File: config.mk
export PLATFORM = sky130hd
export DESIGN_NAME = byte_word_assembler
export DESIGN_NICKNAME = d
export VERILOG_FILES = /design/src/rtl/byte_word_assembler.sv
export SDC_FILE = /design/constraint.sdc
export NUM_CORES = 1
export LEC_CHECK = 0
export ABC_AREA = 0
export CORE_MARGIN = 5
export CORE_UTILIZATION = 32
export DETAILED_ROUTE_END_ITERATION = 12
export GPL_ROUTABILITY_DRIVEN = 0
export GPL_TIMING_DRIVEN = 0
export PLACE_DENSITY = 0.56
export SLEW_MARGIN = 20
export SYNTH_ARGS = -nofsm -noshare
export SYNTH_HDL_FRONTEND = slang
export SYNTH_SLANG_ARGS = --single-unit
File: constraint.sdc
create_clock -name i_clock -period 3 [get_ports i_clock]
set_clock_uncertainty 0.1 [all_clocks]
set_input_delay 0.6 -clock i_clock [delete_from_list [all_inputs] [get_ports i_clock]]
set_output_delay 0.6 -clock i_clock [all_outputs]
set_load 0.01 [all_outputs]
File: src/rtl/byte_word_assembler.sv
// Packs a byte stream into NB-bit words, MSB byte first, and hands each word to a
// consumer through a valid/ready handshake. A separate output register allows
// the next word to be assembled while the previous one waits for the consumer.
module byte_word_assembler #(
    parameter int NB        = 32,
    parameter int NB_BYTE   = 8,
    parameter int NB_SELECT = 2
) (
    input  logic                 i_clock,
    input  logic                 i_reset,
    input  logic                 i_valid,
    input  logic [NB_BYTE-1:0]   i_byte,
    input  logic                 i_flush,
    input  logic                 i_ready,
    output logic [NB-1:0]        o_word,
    output logic                 o_word_valid,
    output logic [NB_SELECT-1:0] o_lane,
    output logic                 o_busy,
    output logic                 o_overrun
);

    localparam int N_BYTES = NB / NB_BYTE;
    localparam logic [NB_SELECT-1:0] LAST_LANE = NB_SELECT'(N_BYTES - 1);

    logic [NB-1:0]        asm_q;
    logic [NB-1:0]        word_q;
    logic                 word_valid_q;
    logic [NB_SELECT-1:0] lane_q;
    logic                 overrun_q;

    logic                 out_free;
    logic                 at_last;
    logic                 complete;
    logic [NB-1:0]        asm_next;

    // Lane 0 is the most significant byte of the word.
    function automatic logic [NB-1:0] place_byte(
        input logic [NB-1:0]        word,
        input logic [NB_SELECT-1:0] lane,
        input logic [NB_BYTE-1:0]   data
    );
        int            shift;
        logic [NB-1:0] mask;
        shift = (N_BYTES - 1 - int'(lane)) * NB_BYTE;
        mask  = {{(NB-NB_BYTE){1'b0}}, {NB_BYTE{1'b1}}} << shift;
        return (word & ~mask) | ({{(NB-NB_BYTE){1'b0}}, data} << shift);
    endfunction

    always_comb begin
        out_free = !word_valid_q || i_ready;
        at_last  = (lane_q == LAST_LANE);
        complete = i_valid && !i_flush && at_last && out_free;
        asm_next = place_byte(asm_q, lane_q, i_byte);
    end

    always_ff @(posedge i_clock or negedge i_reset) begin
        if (!i_reset) begin
            asm_q     <= '0;
            lane_q    <= '0;
            overrun_q <= 1'b0;
        end else if (i_flush) begin
            asm_q     <= '0;
            lane_q    <= '0;
            overrun_q <= 1'b0;
        end else if (i_valid) begin
            if (!at_last) begin
                asm_q  <= asm_next;
                lane_q <= lane_q + NB_SELECT'(1);
            end else if (out_free) begin
                asm_q  <= '0;
                lane_q <= '0;
            end else begin
                // Completing byte has nowhere to go; keep the partial lanes for a retry.
                overrun_q <= 1'b1;
            end
        end
    end

    always_ff @(posedge i_clock or negedge i_reset) begin
        if (!i_reset) begin
            word_q       <= '0;
            word_valid_q <= 1'b0;
        end else if (complete) begin
            word_q       <= asm_next;
            word_valid_q <= 1'b1;
        end else if (i_ready) begin
            word_valid_q <= 1'b0;
        end
    end

    assign o_word       = word_q;
    assign o_word_valid = word_valid_q;
    assign o_lane       = lane_q;
    assign o_busy       = (lane_q != '0);
    assign o_overrun    = overrun_q;

endmodule

* Word level (Yosys, flattened, before mapping)
Cells that the tools add are included.
** Storage, ports and cells
- Bits in latches :: 0
- Memories :: 0
- Bits of input ports :: 13
- Bits in read-only memories :: 0
- Bits in writable memories :: 0
- Register bits :: 68
- Word-level logic and storage cells :: 41
- Output and inout bits :: 37
** Operators by class
- Add/subtract/negate cells :: 2
- Magnitude comparators :: 0
- Reductions and logical operators :: 12
- Multipliers :: 0
- Bitwise operators :: 3
- Shifts and indexed selects :: 2
- Div/mod/pow operators :: 0
- Muxes and demuxes :: 14
- Equality and inequality tests :: 3
** Operators by type and width (count)
- $mux 32 :: 4
- $and 32x32->32 :: 1
- $not 32->32 :: 1
- $or 32x32->32 :: 1
- $shl 8x32->32 :: 1
- $shl 8x32->32 const A :: 1
- $mux 2 :: 4
- $reduce_bool 2->1 :: 4
- $mux 1 :: 6
- $logic_and 1x1->1 :: 3
- $ne 3x3->1 const B :: 1
- $reduce_and 3->1 :: 1
- $sub 2x2->3 const A :: 1
- $add 2x1->2 const B :: 1
- $eq 2x2->1 const B :: 1
- $logic_not 1->1 :: 2
- $ne 2x2->1 const B :: 1
- $reduce_and 2->1 :: 1
- $logic_or 1x1->1 :: 1

* Logic depth before layout (Yosys ltp)
Gate-level depths: netlist (run 1).
- Depth in word-level cells :: 8
- Depth in mapped cells :: 6
- Depth with buffers taken out :: 5

* Worst setup path before layout (run 1)
Ideal clock, no wire load.
- Path type :: register to register
- Start point :: reg lane_q[1] (netlist: o_lane[1])
- End point :: reg word_q[10] (netlist: o_word[10])
- Clock period less this slack :: 1.997 ns
- Buffers on the path :: 2
- Data required time :: 2.775 ns
- Library setup time :: 0.125 ns
- Path slack :: 1.003 ns
- Data arrival time :: 1.772 ns
- Cell stages (with the launch flop) :: 7
- Cell sequence :: dfrtp_1 -> ha_1 -> buf_6 -> nand2_1 -> nor3_2 -> buf_4 -> mux2_2
** On the way
- Longest elaborated chain between the ends :: 5
- Elaborated cells between the ends (all ways) :: 9
- Classes of those cells :: add/sub: 1; eq/ne: 1; shift: 2; bitwise: 3; reduce/logical: 2
** Ends and longest elaborated chain
- start, declared :: RTL line 28 : logic [NB_SELECT-1:0] lane_q;
- start signal, assigned :: RTL line 68 : lane_q <= lane_q + NB_SELECT'(1);
- $sub 2x2->3 :: RTL line 44 : shift = (N_BYTES - 1 - int'(lane)) * NB_BYTE;
- $shl 8x32->32 :: RTL line 45 : mask = {{(NB-NB_BYTE){1'b0}}, {NB_BYTE{1'b1}}} << shift;
- $not 32->32 :: RTL line 46 : return (word & ~mask) | ({{(NB-NB_BYTE){1'b0}}, data} << shift);
- $and 32x32->32 :: RTL line 46
- $or 32x32->32 :: RTL line 46
- end signal, assigned :: RTL line 84 : word_q <= asm_next;
- end, declared :: RTL line 26 : logic [NB-1:0] word_q;
Parallel ways exist; a longest one is shown, timed or not.
A chain may end at the register's enable or synchronous reset.

* Worst setup path after layout (run 1)
- Start point :: reg lane_q[0] (netlist: o_lane[0])
- End point :: out o_busy
** On the way
- Longest elaborated chain between the ends :: 1
** Ends and longest elaborated chain
- $reduce_bool 2->1 :: RTL line 94 : assign o_busy = (lane_q != '0);
- end, declared :: RTL line 18 : output logic o_busy,
Every way passes these cells.

==> results of run 1 <==
[cell type report]
type	instances	area [sq um]	share of cell area
timing repair buffer	41	418	0.109
clock buffer	11	151	0.0394
inverter	6	30.0	0.00782
buffer	18	98.8	0.0257
sequential	68	1700	0.443
tap	111	139	0.0361
clock inverter	5	106	0.0277
multi-input combinational	129	1200	0.312
[flip-flops by register name (all words and copies together) (netlist names)]
register / count
asm_q: 32
o_lane: 2
o_overrun: 1
o_word: 32
o_word_valid: 1
[layout by cell type (no fill, tap or decap), types with 3 or more instances in the layout]
cell type,instances
bufinv_16,3
ha_1,4
dfrtp_1,68
a21oi_1,4
mux2_2,31
nor3_4,4
a22o_1,64
clkinvlp_4,3
buf_4,5
buf_1,8
o21a_1,3
clkbuf_8,11
nor2b_1,3
clkdlybuf4s50_1,39
clkbuf_1,3
[critical path, cell delays in order, from the launching register on]
cell and delay [ps]:
dfrtp_1 410, buf_4 220, clkinvlp_4 180, ha_1 280
clkinvlp_4 170, clkdlybuf4s50_1 590
[what timing repair did]
item | in CTS | in global routing
setup endpoints to repair | 0 | 1
resized for setup | 0 | 4
hold endpoints to repair | 0 | 0
setup buffers | 0 | 0
[cell families after synthesis]
family	count (synthesis)
AOI/OAI and AO/OA	76
adders and majority gates	4
buffers and inverters	24
DFF	68
muxes	32
and+or+nand+nor	17
[Yosys cell counts, types with 2 or more instances]
library cell,instances
clkbuf_1,3
buf_4,3
buf_1,8
and2_1,2
buf_6,2
a31oi_1,2
clkinv_1,2
buf_2,2
mux2_2,31
a21oi_1,4
a22o_1,64
nor3_4,4
nor2b_1,3
inv_1,3
o21a_1,3
nor2_1,2
ha_1,4
dfrtp_1,68
[how the worst max path moves through the flow]
| stage | start | end | depth (start not counted) |
|---|---|---|---|
| floorplan | o_lane[1]$_DFFE_PN0P_ | o_word[10]$_DFFE_PN0P_ | 6 |
| global placement | i_reset | o_word[0]$_DFFE_PN0P_ | 1 |
| detailed placement | o_lane[0]$_DFFE_PN0P_ | o_busy | 5 |
| CTS | o_lane[0]$_DFFE_PN0P_ | o_busy | 5 |
| global route | o_lane[0]$_DFFE_PN0P_ | o_busy | 5 |
| finish | o_lane[0]$_DFFE_PN0P_ | o_busy | 5 |
[report_power, final]
group | total, W | switching [W] | internal [W] | leakage [nW]
logic | 0.000301 | 0.000152 | 0.000149 | 0.700
clock network | 0.000965 | 0.000365 | 0.000601 | 0.126
registers | 0.000998 | 0.0000310 | 0.000967 | 0.937
total | 0.00226 | 0.000548 | 0.00172 | 1.76
[per-layer routing]
metal,global-route usage,routed length (um),up-vias
li1,-,-,944
met1,0.192,3550,1062
met2,0.187,2960,56
met3,0.0349,366,9
met4,0.0411,95,0
met5,0,0,-
[metrics by stage]
step	hold WS (ps)	std cells
floorplan	204	221
global placement	384	372
detailed placement	385	373
CTS	82.7	389
global route	96.0	389
finish	80.7	389
==> metrics.txt, run 1 <==
status=finished clean; Final ANT Viol Nets=0; mux cell area share after synthesis=0.119; die width=107 um; Critical R2R Capture=o_word[8]$_DFFE_PN0P_; Slew HR=0.493; dpl cell area=0.00357 sq mm; Syn Nets=238; initial antenna violation count=0; Period Utilization, post-route=0.964; Yosys top cell area share=0.564; Netlist cell types=29; FF+latch count, synth=68; gr usage total=0.131; Main synth FF type=dfrtp_1; CTS clock-pin slew for the worst setup and hold paths=about 80 ps; number of port buffers=40; synth warn=0; post-synthesis cell count=221; Post-Place Worst Slack=403 ps; per-cell routed wire length=17.9 um; P per Cell Area=589 mW/mm^2; CTS sink cnt=68; hold_buf cts=0; DR vias/cell=5.32; Core Box Area=0.00920 sq mm; final core occ=0.418; required time worst endpoint=around 2300 ps; Final Net Count=290; vias=2071; # Max-Cap Violations=0; area leader, netlist=dfrtp_1; Syn Area/Cell=13.7 sq um; flop2flop setup slack=about 690 ps; ranking of synthesized cells by area=dfrtp_1 (56%), a22o_1 (19%), mux2_2 (12%); # rows=35; post-synthesis sequential area ratio=0.564; worst setup margin=107 ps; Antenna diodes=0; CTS tree=done; crit path max fanout=9; initial core utilization=0.328; worst endpoint data arrival time=2190 ps; layout overhead on the synthesized area=27.3%; kind of critical path=register to output port; largest family of logic cells by synthesized area=compound AO/OA/AOI/OAI gates; crit start category=register; # fillers=873; Lkg Pwr=1.76 nW; number of global-route vias before repair=2171; Slew @ Worst Pin=757 ps; Compound-Gate Fraction of Synth Area=0.211; H-Tree Depth=3; post-layout instance area=0.00384 sq mm; RSZ-0062 raised after global routing=no; first-pass GRT wire length=~12000 um; HPWL after DPL=about 4800 um; CP Capture Type=output port; drt first pass iters=4; Post-Synth Simple-Gate Area=0.0502; Clock Latency Late Sink=around 340 ps; DR iter-0 viols=152; XOR/XNOR Fraction of Synth Area=0; root buf cell=clkbuf_8; final slew viol count=0; Post-synth EDFFs=0; Power Total=0.00226 W; worst hold path type=input port to async pin; R2R Path Start=o_lane[1]$_DFFE_PN0P_; largest net degree at the start of global routing=40; reg2reg path depth=6; Total Negative Setup Slacks=0 ps; io pins=50; post-synthesis instance area=0.00302 sq mm; WL final=6970 um; Max clock buf depth=2; GRT overflow=0; die height=107 um; fmax=0.346 GHz; die footprint=between 0.01 and 0.015 sq mm; Tmin final=2890 ps; share of layout cells above drive strength 1=0.234; final hold violations=0; Num CTS Buffers=9; Async S/R FF share, synth=1.00; Setup violations, final=0; Worst VDD drop=0.000334 V; adder-cell share of the synthesized area=0.0166; DRC=0
Note: power is estimated with default switching activity, not from simulation.
==> run 2, diff against run 1 <==
Settings changed: RECOVER_POWER from default to 25.
==> run 2 against run 1 <==
Net effect: the run now ends with capacitance limit, slew limit left; power down 0.26%; critical path depth is the same; sequential power is essentially flat; utilization is 0.20 points lower; clock-buffer cell count did not move; routed wire length is 0.63% lower; die area unchanged; global-route usage stayed put; largest power group unchanged.
==> metrics.txt, run 2 (same netlist as run 1, synthesis figures left out) <==
DRC=0 (unchanged); Num CTS Buffers=9 (unchanged); final hold violations=0 (unchanged); Slew @ Worst Pin=1580 ps (+823 ps); worst endpoint data arrival time=2180 ps (about the same); per-cell routed wire length=17.8 um (-0.63%); die width=107 um (unchanged); share of layout cells above drive strength 1=0.230 (-0.00360); initial antenna violation count=0 (unchanged); RSZ-0062 raised after global routing=no; worst hold path type=register to register; Antenna diodes=0 (unchanged); reg2reg path depth=6 (unchanged); WL final=6930 um (-0.63%); fmax=0.347 GHz (+0.41%); drt first pass iters=4 (unchanged); number of port buffers=40 (unchanged); cells along the critical path=buf_4, clkinvlp_4, ha_1, clkinvlp_4, clkdlybuf4s50_1; hold path start=o_word[11]$_DFFE_PN0P_; Final Net Count=290 (unchanged); crit path max fanout=9 (unchanged); Logic pwr share=0.131 (-0.002); CTS sink cnt=68 (unchanged); DR vias/cell=5.34 (+0.34%); sw power=0.000545 W (-0.56%); CTS clock-pin slew for the worst setup and hold paths=80 ps (about the same); Worst path max stage delay=590 ps (about the same); crit start category=register; gr usage total=0.131 (unchanged); initial core utilization=0.328 (unchanged); Critical-path top delay cell=clkdlybuf4s50_1; post-CTS resize count=0 (unchanged); final slew viol count=31 (+31); Worst VDD drop=0.000332 V (-0.52%); CTS tree=done; final core occ=0.416 (-0.00204); die height=107 um (unchanged); DR iter-0 viols=134 (-12%); GRT overflow=0 (unchanged); number of global-route vias before repair=2171 (unchanged); Min-Delay Path Depth=1; io pins=50 (unchanged); critical path's most frequent cell=clkinvlp_4; Period Utilization, post-route=0.960 (-0.00398); most common cell after layout, fill and taps aside=dfrtp_1; layout overhead on the synthesized area=26.7%; Tmin final=2880 ps (-11.9 ps); Critical R2R Capture=o_word[13]$_DFFE_PN0P_; Final ANT Viol Nets=0 (unchanged); required time worst endpoint=2300 ps (about the same); R2R Path Start=o_lane[1]$_DFFE_PN0P_; P per Cell Area=591 mW/mm^2 (+0.23%); H-Tree Depth=3 (unchanged); hold_buf cts=0 (unchanged); post-CTS setup buffers=0 (unchanged); die footprint=0.0115 sq mm (unchanged); Max clock buf depth=2 (unchanged); CP Capture Type=output port; most frequent cells in the layout=dfrtp_1 (68), a22o_1 (64), clkdlybuf4s50_1 (39); # rows=35 (unchanged); Slew HR=-0.0530 (-0.546); first-pass GRT wire length=11800 um (unchanged); HPWL after DPL=4840 um (unchanged); Setup violations, final=0 (unchanged); vias=2078 (+0.34%); Clock Latency Late Sink=340 ps (about the same); Pint=0.00171 W (-0.16%); flop2flop setup slack=690 ps (about the same); # Max-Cap Violations=1 (+1); sw frac=0.241 (-0.000733); WHS Endpoint=o_word[11]$_DFFE_PN0P_; failing checks=capacitance limit, slew limit; root buf cell=clkbuf_8; Lkg Pwr=1.75 nW (-0.50%); Total Negative Setup Slacks=0 ps (unchanged); largest net degree at the start of global routing=40 (unchanged); Reg power frac=0.442 (about the same); Core Box Area=0.00920 sq mm (unchanged); status=finished with violations; clock share of power=0.427 (about the same); kind of critical path=register to output port
run 2: changes by cell type in the layout (fill, tap and decap cells not counted), sizes merged:
cell    delta
clkbuf     +2
buf        -2
run 2: area by class of cell:
cell class	count	area (sq um)
buffer	18	98.8
clock buffer	11	151
clock inverter	5	106
fill	873	5370
inverter	6	30.0
multi-input combinational	129	1200
sequential	68	1700
tap	111	139
timing repair buffer	41	399
run 2: worst max path at each step:
stage / to / startpoint
finish: o_busy / o_lane[0]$_DFFE_PN0P_
CTS: o_busy / o_lane[0]$_DFFE_PN0P_
global placement: o_word[0]$_DFFE_PN0P_ / i_reset
floorplan: o_word[10]$_DFFE_PN0P_ / o_lane[1]$_DFFE_PN0P_
global route: o_busy / o_lane[0]$_DFFE_PN0P_
detailed placement: o_busy / o_lane[0]$_DFFE_PN0P_
run 2: critical path: cells and delay by family, from the launching register on:
family	cells	cell delay (ps)
buf+inv	4	1160
flops	1	410
fa+ha+maj	1	280
run 2: metrics by stage:
| step | worst slack [ps] | power, W | hold WS, ps | std cells | cell area [sq um] |
|---|---|---|---|---|---|
| 6_report | 119 | 0.00226 | 402 | 389 | 3820 |
| 5_1_grt | 0.241 | 0.00237 | 415 | 389 | 3820 |
| 4_1_cts | 8.19 | 0.00229 | 82.7 | 389 | 3830 |
| 3_5_place_dp | 403 | 0.00132 | 385 | 373 | 3570 |
| 3_3_place_gp | -1160 | 0.00131 | 384 | 372 | 3560 |
| 2_1_floorplan | 1000 | 0.00117 | 204 | 221 | 3020 |
run 2: power by group through the flow:
stage	Clock (W)	Sequential [W]	Combinational, W
3_5_place_dp	0	0.00102	0.000302
3_3_place_gp	0	0.00102	0.000297
6_report	0.000964	0.000998	0.000297
5_1_grt	0.00104	0.00101	0.000326
2_1_floorplan	0	0.00103	0.000142
4_1_cts	0.000987	0.000999	0.000303
run 2: layer usage:
layer / up-vias / track usage / wire length, um / part of all wire
li1: 943 / - / - / -
met1: 1070 / 0.192 / 3440 / 0.50
met2: 55 / 0.187 / 3020 / 0.44
met3: 10 / 0.0349 / 368 / 0.053
met4: 0 / 0.0411 / 100 / 0.014
met5: - / 0 / 0 / 0
